==> src/rtl/cmd_resp_ctrl_if.sv <==
// Reply byte stream handshake between the command controller and the UART send module.
interface cmd_resp_ctrl_if;
    logic       send_valid;
    logic [7:0] send_data;
    logic       send_ready;

    modport master (output send_valid, output send_data, input send_ready);
    modport slave  (input send_valid, input send_data, output send_ready);
endinterface

==> src/rtl/cmd_resp_ctrl.sv <==
// Command controller: tracks run enable and streams a fixed ASCII reply per command.
// Optional macro CMD_DROP_CNT_EN adds a saturating dropped-command counter port.
module cmd_resp_ctrl #(
    parameter int unsigned GAP_CYCLES = 0,
    parameter int unsigned GAP_W      = 8
) (
    input  logic            clk,
    input  logic            rst_n,
    input  logic            i_is_start,
    input  logic            i_is_stop,
    input  logic            i_other,
    cmd_resp_ctrl_if.master send_if,
    output logic            o_run_en,
    output logic            o_busy,
    output logic            o_resp_done
`ifdef CMD_DROP_CNT_EN
    ,
    output logic [7:0]      o_drop_cnt
`endif
);

    localparam logic [1:0] ST_IDLE = 2'd0;
    localparam logic [1:0] ST_SEND = 2'd1;
    localparam logic [1:0] ST_GAP  = 2'd2;
    localparam logic [1:0] ST_DONE = 2'd3;

    localparam logic [1:0] SEL_START = 2'd0;
    localparam logic [1:0] SEL_STOP  = 2'd1;
    localparam logic [1:0] SEL_OTHER = 2'd2;

    function automatic logic [7:0] rom_byte(input logic [1:0] sel, input logic [2:0] idx);
        logic [7:0] b;
        b = 8'h0A;
        if (sel == SEL_START) begin
            case (idx)
                3'd0:    b = 8'h4F;
                3'd1:    b = 8'h4E;
                3'd2:    b = 8'h0D;
                default: b = 8'h0A;
            endcase
        end else if (sel == SEL_STOP) begin
            case (idx)
                3'd0:    b = 8'h4F;
                3'd1:    b = 8'h46;
                3'd2:    b = 8'h46;
                3'd3:    b = 8'h0D;
                default: b = 8'h0A;
            endcase
        end else begin
            case (idx)
                3'd0:    b = 8'h45;
                3'd1:    b = 8'h52;
                3'd2:    b = 8'h52;
                3'd3:    b = 8'h0D;
                default: b = 8'h0A;
            endcase
        end
        return b;
    endfunction

    function automatic logic [2:0] rom_last(input logic [1:0] sel);
        return (sel == SEL_START) ? 3'd3 : 3'd4;
    endfunction

    logic [1:0]       r_state;
    logic [1:0]       r_sel;
    logic [2:0]       r_idx;
    logic [GAP_W-1:0] r_gap_cnt;
    logic             r_pend_vld;
    logic [1:0]       r_pend_sel;
    logic             r_run_en;
    logic [7:0]       r_send_data;

    logic             w_cmd_vld;
    logic [1:0]       w_cmd_sel;
    logic [1:0]       w_state_nxt;
    logic [1:0]       w_sel_nxt;
    logic [2:0]       w_idx_nxt;
    logic [GAP_W-1:0] w_gap_nxt;
    logic             w_pend_vld_nxt;
    logic [1:0]       w_pend_sel_nxt;

    assign w_cmd_vld = i_is_start | i_is_stop | i_other;
    assign w_cmd_sel = i_is_start ? SEL_START : (i_is_stop ? SEL_STOP : SEL_OTHER);

    always_comb begin
        w_state_nxt    = r_state;
        w_sel_nxt      = r_sel;
        w_idx_nxt      = r_idx;
        w_gap_nxt      = r_gap_cnt;
        w_pend_vld_nxt = r_pend_vld;
        w_pend_sel_nxt = r_pend_sel;
        case (r_state)
            ST_IDLE: begin
                // A queued command has priority; a fresh one in the same cycle refills the slot.
                if (r_pend_vld) begin
                    w_state_nxt    = ST_SEND;
                    w_sel_nxt      = r_pend_sel;
                    w_idx_nxt      = 3'd0;
                    w_pend_vld_nxt = w_cmd_vld;
                    w_pend_sel_nxt = w_cmd_sel;
                end else if (w_cmd_vld) begin
                    w_state_nxt = ST_SEND;
                    w_sel_nxt   = w_cmd_sel;
                    w_idx_nxt   = 3'd0;
                end
            end
            ST_SEND: begin
                if (send_if.send_ready) begin
                    if (r_idx == rom_last(r_sel)) begin
                        w_state_nxt = ST_DONE;
                    end else begin
                        w_idx_nxt = r_idx + 3'd1;
                        if (GAP_CYCLES > 0) begin
                            w_state_nxt = ST_GAP;
                            w_gap_nxt   = '0;
                        end
                    end
                end
            end
            ST_GAP: begin
                if (r_gap_cnt == GAP_W'(GAP_CYCLES - 1)) begin
                    w_state_nxt = ST_SEND;
                end else begin
                    w_gap_nxt = r_gap_cnt + GAP_W'(1);
                end
            end
            default: w_state_nxt = ST_IDLE;
        endcase
        if (r_state != ST_IDLE && w_cmd_vld && !r_pend_vld) begin
            w_pend_vld_nxt = 1'b1;
            w_pend_sel_nxt = w_cmd_sel;
        end
    end

    always_ff @(posedge clk or negedge rst_n) begin
        if (!rst_n) begin
            r_state     <= ST_IDLE;
            r_sel       <= SEL_START;
            r_idx       <= 3'd0;
            r_gap_cnt   <= '0;
            r_pend_vld  <= 1'b0;
            r_pend_sel  <= SEL_START;
            r_run_en    <= 1'b0;
            r_send_data <= 8'h00;
        end else begin
            r_state    <= w_state_nxt;
            r_sel      <= w_sel_nxt;
            r_idx      <= w_idx_nxt;
            r_gap_cnt  <= w_gap_nxt;
            r_pend_vld <= w_pend_vld_nxt;
            r_pend_sel <= w_pend_sel_nxt;
            // Data is loaded for the coming SEND cycle and otherwise holds the last byte.
            if (w_state_nxt == ST_SEND) begin
                r_send_data <= rom_byte(w_sel_nxt, w_idx_nxt);
            end
            if (i_is_start) begin
                r_run_en <= 1'b1;
            end else if (i_is_stop) begin
                r_run_en <= 1'b0;
            end
        end
    end

`ifdef CMD_DROP_CNT_EN
    logic       w_drop;
    logic [7:0] r_drop_cnt;

    assign w_drop = (r_state != ST_IDLE) && w_cmd_vld && r_pend_vld;

    always_ff @(posedge clk or negedge rst_n) begin
        if (!rst_n) begin
            r_drop_cnt <= 8'h00;
        end else if (w_drop && r_drop_cnt != 8'hFF) begin
            r_drop_cnt <= r_drop_cnt + 8'h01;
        end
    end

    assign o_drop_cnt = r_drop_cnt;
`endif

    assign send_if.send_valid = (r_state == ST_SEND);
    assign send_if.send_data  = r_send_data;
    assign o_run_en           = r_run_en;
    assign o_busy             = (r_state != ST_IDLE);
    assign o_resp_done        = (r_state == ST_DONE);

endmodule

==> src/flat_wrapper.sv <==
// flat-port wrapper written by rule: the top's interface ports become plain ports
module cmd_resp_ctrl_flat 
#(
    parameter int unsigned GAP_CYCLES = 0,
    parameter int unsigned GAP_W      = 8
)
  (clk, rst_n, i_is_start, i_is_stop, i_other, o_run_en, o_busy, o_resp_done, send_if_send_valid, send_if_send_data, send_if_send_ready);
  cmd_resp_ctrl_if send_if_i ();
  input  logic clk;
  input  logic rst_n;
  input  logic i_is_start;
  input  logic i_is_stop;
  input  logic i_other;
  output logic o_run_en;
  output logic o_busy;
  output logic o_resp_done;
  output wire logic [$bits(send_if_i.send_valid)-1:0] send_if_send_valid;
  output wire logic [$bits(send_if_i.send_data)-1:0] send_if_send_data;
  input wire logic [$bits(send_if_i.send_ready)-1:0] send_if_send_ready;
  assign send_if_send_valid = send_if_i.send_valid;
  assign send_if_send_data = send_if_i.send_data;
  assign send_if_i.send_ready = send_if_send_ready;
  cmd_resp_ctrl #(.GAP_CYCLES(GAP_CYCLES), .GAP_W(GAP_W)) u_core (.clk(clk), .rst_n(rst_n), .i_is_start(i_is_start), .i_is_stop(i_is_stop), .i_other(i_other), .send_if(send_if_i), .o_run_en(o_run_en), .o_busy(o_busy), .o_resp_done(o_resp_done));
endmodule
==> config.mk <==
export PLATFORM = sky130hd
export DESIGN_NAME = cmd_resp_ctrl_flat
export DESIGN_NICKNAME = d
export VERILOG_FILES = /design/src/rtl/cmd_resp_ctrl_if.sv /design/src/rtl/cmd_resp_ctrl.sv /design/src/flat_wrapper.sv
export SDC_FILE = /design/constraint.sdc
export NUM_CORES = 1
export LEC_CHECK = 0
export ABC_AREA = 1
export CORE_UTILIZATION = 50
export CTS_CLUSTER_DIAMETER = 150
export CTS_CLUSTER_SIZE = 28
export DETAILED_ROUTE_END_ITERATION = 16
export PLACE_DENSITY = 0.83
export SETUP_SLACK_MARGIN = 0.2
export SLEW_MARGIN = 10
export SYNTH_ARGS = -nofsm -noshare
export SYNTH_HDL_FRONTEND = slang
export SYNTH_SLANG_ARGS = --single-unit
==> constraint.sdc <==
create_clock -name clk -period 4.2 [get_ports clk]
set_input_delay 0.84 -clock clk [delete_from_list [all_inputs] [get_ports clk]]
set_output_delay 0.84 -clock clk [all_outputs]
set_load 0.02 [all_outputs]
======== Word level (Yosys, flattened, before mapping) ========
Index checks and enable logic that the tools add are counted.
W data, S select, Z words.
operators by class
  equal/unequal tests ..................... 10
  add/subtract/negate cells ............... 2
  reduce and logical (&&, ||, !) cells .... 14
  muxes and demuxes ....................... 30
  bitwise gates (word level) .............. 3
operators by type and width
  operator               count
  $pmux W7 S3            3
  $mux W2                13
  $mux W8                2
  $mux W3                5
  $add A8 B1 Y8 const B  1
  $eq A8 B8 Y1 const B   1
  $reduce_bool A2 Y1     4
  $eq A2 B1 Y1 const B   3
  $eq A3 B2 Y1 const B   2
  $logic_not A2 Y1       3
  $pmux W2 S3            1
  $pmux W3 S2            1
  $mux W1                5
  $eq A2 B2 Y1 const B   2
  $reduce_and A2 Y1      2
  $add A3 B1 Y3 const B  1
  $eq A3 B1 Y1 const B   1
  $eq A3 B3 Y1           1
  $logic_not A3 Y1       1
  $logic_and A1 B1 Y1    2
  $or A1 B1 Y1           2
  $reduce_or A2 Y1       1
  $logic_not A1 Y1       1
  $not A1 Y1             1
word-level totals
  bits in registers ....................... 27
  logic and storage cells ................. 67
  bits of input ports ..................... 6
  output and inout port bits .............. 12

======== Logic depth before layout (Yosys ltp) ========
  depth in word-level cells ............... 11
  gate-level depth with buffers ........... 15
  mapped depth without buffers ............ 15

======== Worst setup path after synthesis ========
No wires, ideal clock.
  path type ............................... input -> register
  start point ............................. in i_is_start
  end point ............................... reg u_core.r_send_data[2], in the netlist u_core.send_if.send_data[2]
  arrival time ............................ 1861 ps
  path buffers ............................ 0
  cell stages on the path ................. 14
  slack ................................... 2222 ps
  library setup time ...................... 116 ps
  data required time ...................... 4084 ps
  cell sequence ........................... nor2_4 > nand2_2 > nor2_2 > inv_2 > o21ai_2 > inv_1 > nand2_1 > nand2_1 > nand2_2 > nand3_1 > nand2_1 > nand2_1 > nand2_1 > nand2_1
between the ends
  cells in the longest elaborated chain, start to end .. 10
  elaborated cells between the ends (all ways) .. 25
  those cells by class .................... eq/ne (5); mux (15); bitwise (2); reduce/logical (3)
ends and longest elaborated chain
  item                                                 RTL line                                                       RTL
  from (decl)                                          flat_wrapper.sv:11                                             input logic i_is_start;
  $or A1 B1 Y1 (2 in a row)                            cmd_resp_ctrl.sv:83                                            assign w_cmd_vld = i_is_start | i_is_stop | i_other;
  $mux W3                                              cmd_resp_ctrl.sv:102                                           end else if (w_cmd_vld) begin
  $mux W3                                              cmd_resp_ctrl.sv:96                                            if (r_pend_vld) begin
  $pmux W3 S2                                          cmd_resp_ctrl.sv:93                                            case (r_state)
  $eq A3 B1 Y1 / $eq A3 B2 Y1 (equally long branches)  cmd_resp_ctrl.sv:35, cmd_resp_ctrl.sv:42, cmd_resp_ctrl.sv:50
  $reduce_or A2 Y1 (no source line)                    n/a
  $pmux W7 S3 (on tied branches)                       cmd_resp_ctrl.sv:50, cmd_resp_ctrl.sv:42
  $mux W8                                              cmd_resp_ctrl.sv:41                                            end else if (sel == SEL_STOP) begin
  $mux W8                                              cmd_resp_ctrl.sv:34                                            if (sel == SEL_START) begin
  to (signal assigned)                                 cmd_resp_ctrl.sv:155                                           r_send_data <= rom_byte(w_sel_nxt, w_idx_nxt);
  to (decl)                                            cmd_resp_ctrl.sv:72                                            logic [7:0] r_send_data;
Parallel ways exist; a longest one is shown, timed or not.
A chain may end at the register's enable or synchronous reset.

======== Final worst setup path ========
  start point ............................. reg u_core.r_state[0]
  end point ............................... out send_if_send_valid
between the ends
  cells in the longest elaborated chain, start to end .. 1
ends and longest elaborated chain
  item                    RTL line              RTL
  from (decl)             cmd_resp_ctrl.sv:65   logic [1:0] r_state;
  from (signal assigned)  cmd_resp_ctrl.sv:147  r_state <= w_state_nxt;
  $eq A2 B1 Y1            cmd_resp_ctrl.sv:182  assign send_if.send_valid = (r_state == ST_SEND);
  to (decl)               flat_wrapper.sv:17    output wire logic [$bits(send_if_i.send_valid)-1:0] send_if_send_valid;
Every way passes these cells.

==> results.md <==
- Status: complete, but fails checks
- Failing checks: DRC
- CTS tree: built
- Unique masters post-synth: 28
- Total GRT Usage: 20.1%
- R2r setup slk: 2450 ps
- Final period utilization: 60.7%
- Crit path to: send_if_send_valid
- Slowest stage cell, crit path: clkdlybuf4s50_1
- Hold Crit Class: primary input to async pin
- Sequential share of the synthesized area: 41.7%
- Worst path bufs/invs: 2
- Crit path from: u_core.r_state[0]
- Asr flop ratio synth: 100%
- Wirelength per Cell: 11.9 um
- Pwr dens: 861 nW/um^2
- Deepest level of the CTS H-tree: 1
- Port bufs: 15
- Clock Skew: 16.5 ps
- Starting Density: 53.5%
- DRC: 2
- Mapped cell area: 1500 sq um
- # setup viols final: 0
- Clock buffer depth: 2
- CP top delay family: buffers and inverters
- Reg2Reg Depth: 14
- Relative slew slack: 63.7%
- Fillers: 254
- Cell at the root of the clock tree: clkbuf_4
- Row count: 19
- Crit start category: flip-flop
- EDFF count, synth: 0
- Mean Syn Cell Area: 8.29 sq um
- Die Footprint: 3220 sq um
- Worst Path Required: 3360 ps
- Initial antenna violation count: 0
- Die extent in y: 56.8 um
- Max-slew violation count: 0
- # clock sinks: 25
- Leak: 0.845 nW
- CP Capture Type: output port
- Flops & latches, synth: 25
- Synth warn: 0
- Most used DFF post-synth: dfrtp_1
- Post-cts resize count: 0
- Layout cells sized above 1: 20.1%
- VDD IR max: 0.000559 V
- Area grow syn2layout: 13.3%
- Wire length of the first global-routing pass: 4850 um
- Vias per std cell: 5.19
- Crit path kind: flip-flop to output port
- Fin crit period: 2550 ps
- Crit-path cells: inv_2 -> nor2_4 -> clkdlybuf4s50_1
- Max FO, Critical Path: 9
- Fin Hold WS: 464 ps
- Max Clk Rate: 0.392 GHz
- Critical Path Stages: 3
- Fin. Hold Viols: 0
- Arrival time worst endpoint: 1710 ps
- Maximum number of pins on one net before global-route repair: 26
- HPWL reported at the end of detailed placement: 2050 um
- Nets@finish: 208
- Final setup TNS: 0 ps
- Worst r2r src: u_core.r_sel[0]
- Number of diodes: 0
- Routed Antenna Nets: 0
- Boundary Pins: 18
- Vias post-DR: 1194
- Setup repair bufs after CTS: 0
- Worst reg2reg path endpoint: u_core.send_if.send_data[2]
- Final Util: 60.6%
- Pre-antenna DRT Iters: 10
- Number of hold buffers added after cts: 0
- Final wirelength: 2750 um
- Clk Latency, worst-skew pair: 330 ps
- Worst-Margin Slew: 544 ps
- Max-Cap Viols: 0
- Post-Synthesis Cells: 181
- Starting DRT DRC Count: 75
- Critical Path Max Stage Delay: 640 ps
- Vias in the first global route: 1076
- RSZ-0062 raised after global routing: no
- Total grt overflow: 0
- Clock buffer count from CTS: 3
- Core Region: 2810 sq um
- Die width: 56.8 um
- Clk slew on worst S/H paths: 140 ps
- Routability Congestion: 0.847
-- how the worst min path moves through the flow --
| stage | to | start | slack, ps |
|---|---|---|---|
| floorplan | u_core.r_gap_cnt[7] | u_core.r_gap_cnt[7] | 450 |
| global placement | u_core.r_gap_cnt[7] | u_core.r_gap_cnt[7] | 470 |
| detailed placement | u_core.r_gap_cnt[7] | u_core.r_gap_cnt[7] | 470 |
| CTS | u_core.r_gap_cnt[7] | u_core.r_gap_cnt[7] | 490 |
| global route | u_core.r_idx[1] | rst_n | 510 |
| finish | u_core.r_idx[1] | rst_n | 460 |
-- stage by stage --
step                setup WS [ps]  area, sq um  total power, mW  std cells
CTS                          1630         1700             1.47        230
floorplan                    2220         1500             1.13        182
global route                 1540         1700             1.60        230
finish                       1650         1700             1.46        230
detailed placement           1550         1680             1.36        226
global placement             1570         1680             1.34        226
-- where the power goes --
part	internal, mW	switching [mW]
sequential	0.321	0.0695
combinational	0.363	0.598
clock	0.0373	0.0734
-- layout make-up --
cell class | instances | area [sq um] | area share, %
clock buffers | 4 | 26.3 | 1.55
inverters | 25 | 104 | 6.11
multi-input cells | 130 | 759 | 44.7
flip-flops and latches | 25 | 626 | 36.8
well taps | 31 | 38.8 | 2.28
repair buffers | 15 | 145 | 8.54
-- registers in the layout (all words and copies together) (netlist names) --
| name | cells |
|---|---|
| u_core.r_sel | 2 |
| u_core.r_pend_sel | 2 |
| u_core.send_if.send_data | 6 |
| u_core.r_idx | 3 |
| u_core.r_state | 2 |
| u_core.r_pend_vld | 1 |
| u_core.r_gap_cnt | 8 |
| u_core.o_run_en | 1 |
-- cells in the mapped netlist (all sizes together) (2+ instances only) --
master / n / share of area (%)
nand2: 53 / 16
dfrtp: 25 / 42
inv: 24 / 6.3
nand3: 23 / 11
nor2: 19 / 7.1
a21oi: 8 / 2.9
o21ai: 7 / 3.6
nand4: 6 / 2.5
xnor2: 5 / 2.9
buf: 2 / 1.0
ha: 2 / 1.7
xor2: 2 / 1.2
-- metal layers --
layer / GRT usage, % / wire, um / vias up
met5: 0 / 0 / -
met4: 8.36 / 48 / 0
met3: 4.84 / 78 / 5
met2: 30.8 / 1200 / 13
met1: 27.2 / 1420 / 558
li1: - / - / 618
-- placed cells by master (no fill, tap or decap), types with 3 or more instances in the layout --
cell             synthesis  final
inv_1                   17     17
xnor2_1                  5      5
o21ai_2                  5      5
clkbuf_4                 0      3
nand2_1                 43     43
dfrtp_1                 25     25
nor2_1                  13     13
nand3_4                  3      3
inv_2                    5      5
nand4_1                  6      6
nor2_4                   4      4
a21oi_1                  7      7
nand3_1                 19     19
clkdlybuf4s50_1          0     14
nand2_2                  8      8
-- cell families after synthesis --
kind of cell	Yosys count	synth area share [%]
adder cells (fa/ha/maj)	2	1.67
AND/OR/NAND/NOR	101	35.7
buffers and inverters	27	7.92
flip-flops	25	41.7
AO/OA/AOI/OAI	17	7.92
XOR/XNOR	7	4.09
other	1	0.250
multiplexers	1	0.751
Power figures use the tool's default switching activity.
